<file path="src/rtl/hs_rr_buffer.sv">
// Multi-channel handshake concentrator: per-channel holding registers feed a
// round-robin arbiter that pushes one word per cycle into a tagged FIFO.
module hs_rr_buffer #(
    parameter  int WIDTH = 32,
    parameter  int CH    = 4,
    parameter  int DEPTH = 4,
    localparam int CW    = $clog2(CH),
    localparam int NW    = $clog2(DEPTH + 1)
) (
    input  logic                  clk,
    input  logic                  rst,
    input  logic [CH-1:0]         sready,
    input  logic [CH*WIDTH-1:0]   din,
    output logic [CH-1:0]         sidle,
    input  logic                  dbusy,
    output logic                  dvalid,
    output logic [WIDTH-1:0]      dout,
    output logic [CW-1:0]         dchan,
    output logic [NW-1:0]         count
);

    localparam int AW = $clog2(DEPTH);
    localparam int SW = CW + 1;

    logic [CH-1:0]    pend_q, pend_d;
    logic [WIDTH-1:0] hold_q [CH];
    logic [CW-1:0]    rr_q, rr_d;

    logic [WIDTH-1:0] mem_data_q [DEPTH];
    logic [CW-1:0]    mem_chan_q [DEPTH];
    logic [AW-1:0]    wptr_q, rptr_q;
    logic [NW-1:0]    count_q, count_d;

    logic             pop, space, push, gnt_found;
    logic [CW-1:0]    gnt_idx;
    logic [SW-1:0]    scan;
    logic [CW-1:0]    sel;

    assign pop   = (count_q != '0) && !dbusy;
    assign space = (count_q < NW'(DEPTH)) || pop;

    // Scan pend from rr_q upward with explicit mod-CH wrap so non-power-of-two CH works.
    always_comb begin
        gnt_found = 1'b0;
        gnt_idx   = '0;
        scan      = '0;
        sel       = '0;
        for (int unsigned k = 0; k < CH; k++) begin
            scan = {1'b0, rr_q} + SW'(k);
            if (scan >= SW'(CH)) begin
                scan = scan - SW'(CH);
            end
            sel = scan[CW-1:0];
            if (!gnt_found && pend_q[sel]) begin
                gnt_found = 1'b1;
                gnt_idx   = sel;
            end
        end
    end

    assign push = space && gnt_found;

    always_comb begin
        pend_d = pend_q;
        rr_d   = rr_q;
        if (push) begin
            pend_d[gnt_idx] = 1'b0;
            rr_d = (gnt_idx == CW'(CH - 1)) ? '0 : gnt_idx + CW'(1);
        end
        for (int unsigned i = 0; i < CH; i++) begin
            if (!pend_q[i] && sready[i]) begin
                pend_d[i] = 1'b1;
            end
        end
    end

    always_comb begin
        count_d = count_q;
        case ({push, pop})
            2'b10:   count_d = count_q + NW'(1);
            2'b01:   count_d = count_q - NW'(1);
            default: count_d = count_q;
        endcase
    end

    always_ff @(posedge clk) begin
        if (rst) begin
            pend_q  <= '0;
            rr_q    <= '0;
            wptr_q  <= '0;
            rptr_q  <= '0;
            count_q <= '0;
            for (int unsigned i = 0; i < CH; i++) begin
                hold_q[i] <= '0;
            end
            for (int unsigned d = 0; d < DEPTH; d++) begin
                mem_data_q[d] <= '0;
                mem_chan_q[d] <= '0;
            end
        end else begin
            pend_q  <= pend_d;
            rr_q    <= rr_d;
            count_q <= count_d;
            for (int unsigned i = 0; i < CH; i++) begin
                if (!pend_q[i] && sready[i]) begin
                    hold_q[i] <= din[i*WIDTH +: WIDTH];
                end
            end
            if (push) begin
                mem_data_q[wptr_q] <= hold_q[gnt_idx];
                mem_chan_q[wptr_q] <= gnt_idx;
                wptr_q             <= wptr_q + AW'(1);
            end
            if (pop) begin
                rptr_q <= rptr_q + AW'(1);
            end
        end
    end

    assign sidle  = ~pend_q;
    assign dvalid = (count_q != '0);
    assign dout   = mem_data_q[rptr_q];
    assign dchan  = mem_chan_q[rptr_q];
    assign count  = count_q;

endmodule

</file>
<file path="config.mk">
export PLATFORM = sky130hd
export DESIGN_NAME = hs_rr_buffer
export DESIGN_NICKNAME = d
export VERILOG_FILES = /design/src/rtl/hs_rr_buffer.sv
export SDC_FILE = /design/constraint.sdc
export NUM_CORES = 1
export LEC_CHECK = 0
export CORE_ASPECT_RATIO = 0.8
export CORE_MARGIN = 2
export CORE_UTILIZATION = 50
export CTS_CLUSTER_DIAMETER = 80
export CTS_CLUSTER_SIZE = 40
export DETAILED_ROUTE_END_ITERATION = 8
export DONT_BUFFER_PORTS = 1
export GPL_TIMING_DRIVEN = 1
export SLEW_MARGIN = 10
export SYNTH_ARGS = -nofsm -noshare
export SYNTH_HDL_FRONTEND = slang
export SYNTH_SLANG_ARGS = --single-unit
export TNS_END_PERCENT = 50
</file>
<file path="constraint.sdc">
create_clock -name clk -period 5.3 [get_ports clk]
set_clock_uncertainty 0.2 [all_clocks]
set_input_delay 0.795 -clock clk [delete_from_list [all_inputs] [get_ports clk]]
set_output_delay 0.795 -clock clk [all_outputs]
set_load 0.01 [all_outputs]
</file>
==> flow_summary.ini <==
[status]
run_status = complete, no violations

[yosys]
synth_fp_nets = 934
yosys.area.top_type = edfxtp_1
ys_seq_area_frac = 0.681
synthArstFlopShare = 0
synth-edff-count = 264
ys_ff_latch = 279
ys_types = 36
synthCells = 793
ys.flop_type = edfxtp_1
yosys_warnings = 0
synth_area_leaders = edfxtp_1 66%, o22ai_1 6.7%, and2_1 6.6%
synth_top_area_frac = 0.657
synth_area_sq_um = 12100
syn_area_per_cell_sq_um = 15.2

[placement]
io_buffer_count = 0
place_ws_ns = 1.42
hpwl_microns = 17900
gp_congestion = 0.791

[routing]
totalWireLength_microns = 29300
drt_iter0_drc = 842
vias = 6876
avgRoutedWirePerCell_microns = 27.2
first_pass_iters = 6
antenna_left = 0
drc = 0
via_per_inst = 6.37

[floorplanning]
dieArea_sq_um = 25400
coreArea_sq_um = 23600
initial_core_util = 0.512
die_x_microns = 178
fp-row-count = 50
pin_count = 177
fp.dieH_microns = 143

[clock_tree]
clockBufferDepth = 3
insertion_delay_ns = 0.51
clk_pin_slew_ns = 0.14
cts_tree = built
root_buffer = clkbuf_16
htreeDepth = 1
holdBufCountCts = 0
cts_resized = 0
clock-sinks = 279
postCtsSetupBuffers = 0
cts_inserted_buffers = 13

[global_route]
overflow = 0
grt_pass1_vias = 7221
antenna_found_initial = 1
grt_max_degree = 46
grt_busiest_layer = met2
grt_pass1_wl_microns = 43100
grt_util_met1 = 0.325
use_met3 = 0.0397
globalRouteMet2Util = 0.375
grt_usage = 0.229

[sta]
tns_ns = 0
drv_slew = 0
timing.fmax_mhz = 263
slew_headroom = 0.288
max_slew.worst_pin.slew_ns = 1.07
fin_crit_ns = 3.80
layout_worst_path_cycle_share = 0.717
hold_viol = 0
grt_setup_unrepaired = false
setup_slack_ns = 1.50
finalSetupViolCount = 0

[critical_path]
rrSetupSlack_ns = 1.50
timing.rr.start = pend_q[2]
critical_path_class = flip-flop to flip-flop
start_kind = flip-flop
cp_data_arrival_time_ns = 3.90
timing.rr.end = mem_data_q[2][9]
cp_max_fo = 32
reg2regPathDepth = 6
startpoint = pend_q[2]
end_kind = flip-flop
worstPathRequired_ns = 5.40

[power_and_ir_drop]
power_density_nw_per_um2 = 486
peakVddDrop_mv = 0.269
leakagePower_nw = 4.47

[hold_path]
hold_path_depth = 1
holdPathEnd = wptr_q[1]
hp-start = rst
hp-class = input port to flip-flop

[cells_and_area]
finalNetCount = 903
num_antenna_cells = 0
drive_gt1_frac = 0.123
syn2layout_area_growth_pct = 6.46

[flow_run]
cap_viol_max_count = 0
[registers in the layout (all words and copies together) (netlist names), named ones only]
signal,flops
hold_q,128
mem_data_q,128
mem_chan_q,8
pend_q,4
count,3
rptr_q,2
rr_q,2
wptr_q,2
[stage by stage]
stage | hold slack [ns] | total power, mW | instance area [sq um] | instances | utilization
2_1_floorplan | 0.285 | 4.48 | 12100 | 793 | -
3_3_place_gp | 0.312 | 4.97 | 12400 | 1059 | 0.525
3_5_place_dp | 0.311 | 5.04 | 12400 | 1059 | 0.525
4_1_cts | 0.128 | 6.28 | 12900 | 1079 | 0.545
5_1_grt | 0.123 | 6.49 | 12900 | 1079 | 0.545
6_report | 0.143 | 6.24 | 12900 | 1079 | 0.545
[metal layers]
layer,wire (microns),part of all wire,up-vias
met4,443,0.015,0
met2,14000,0.48,379
met3,2580,0.088,34
met5,0,0,-
met1,12300,0.42,3466
li1,-,-,2997
[worst max-delay path, cell delays in order, from the launching register on]
cell	delay [ns]
dfxtp_1	0.42
inv_1	0.16
a32oi_1	0.88
inv_2	0.15
nor2_2	0.43
nand3_2	0.85
o22ai_1	0.51
[layout make-up]
type	count	area, sq um
flip-flops and latches	279	8230
multi-input cells	439	3610
clock buffers	13	325
clock inverters	7	145
well taps	312	390
repair buffers	12	90.1
inverters	17	63.8
fillers	1860	10700
[worst max path at each step]
stage	slack, ns	to
4_1_cts	1.57	mem_data_q[2][9]
5_1_grt	1.31	mem_data_q[2][14]
3_3_place_gp	1.59	mem_data_q[2][13]
3_5_place_dp	1.42	mem_data_q[2][9]
2_1_floorplan	1.01	mem_chan_q[1][0]
6_report	1.50	mem_data_q[2][9]
[placed cells by master, fill, tap and decap left out, types with 3 or more instances in the layout]
cell type / synthesis / layout
edfxtp_1: 264 / 264
o22ai_1: 129 / 129
and2_1: 128 / 128
mux2i_1: 64 / 64
mux4_2: 34 / 34
nand2_1: 22 / 16
inv_1: 15 / 15
clkbuf_16: 0 / 13
dfxtp_1: 15 / 13
nor2_1: 16 / 12
buf_4: 1 / 12
a21oi_1: 7 / 6
nand2_2: 0 / 6
ha_1: 5 / 5
nand3_2: 1 / 4
a31o_2: 4 / 4
nor2_2: 1 / 3
xor2_1: 3 / 3
xnor2_1: 3 / 3
clkinv_16: 0 / 3
[where the power goes]
group / internal [mW] / total [mW] / switching [mW]
Combinational: 0.624 / 1.78 / 1.16
Sequential: 2.97 / 3.18 / 0.206
Clock: 0.508 / 1.28 / 0.770
Total: 4.11 / 6.24 / 2.14
[cell families (layout without fill, tap and decap cells)]
group | count (synthesis) | after routing | synth area share
muxes | 98 | 98 | 0.116
AOI/OAI and AO/OA | 147 | 147 | 0.0773
adders and majority gates | 6 | 6 | 0.00684
xor gates and xnor gates | 6 | 6 | 0.00435
DFF | 279 | 279 | 0.681
and+or+nand+nor | 182 | 182 | 0.0870
buffers and inverters | 75 | 49 | 0.0266
[cell usage after synthesis (2+ instances only)]
master,n
o22ai_1,129
nand2_1,22
nand2b_1,2
xor2_1,3
ha_1,5
a31o_2,4
dfxtp_1,15
nor2_1,16
mux4_2,34
a21oi_1,7
edfxtp_1,264
buf_2,23
and3_1,2
inv_2,2
nand3_1,3
inv_1,15
and2_1,128
clkbuf_1,32
o21ai_0,4
xnor2_1,3
or3_1,2
mux2i_1,64
Power figures use the tool's default switching activity.
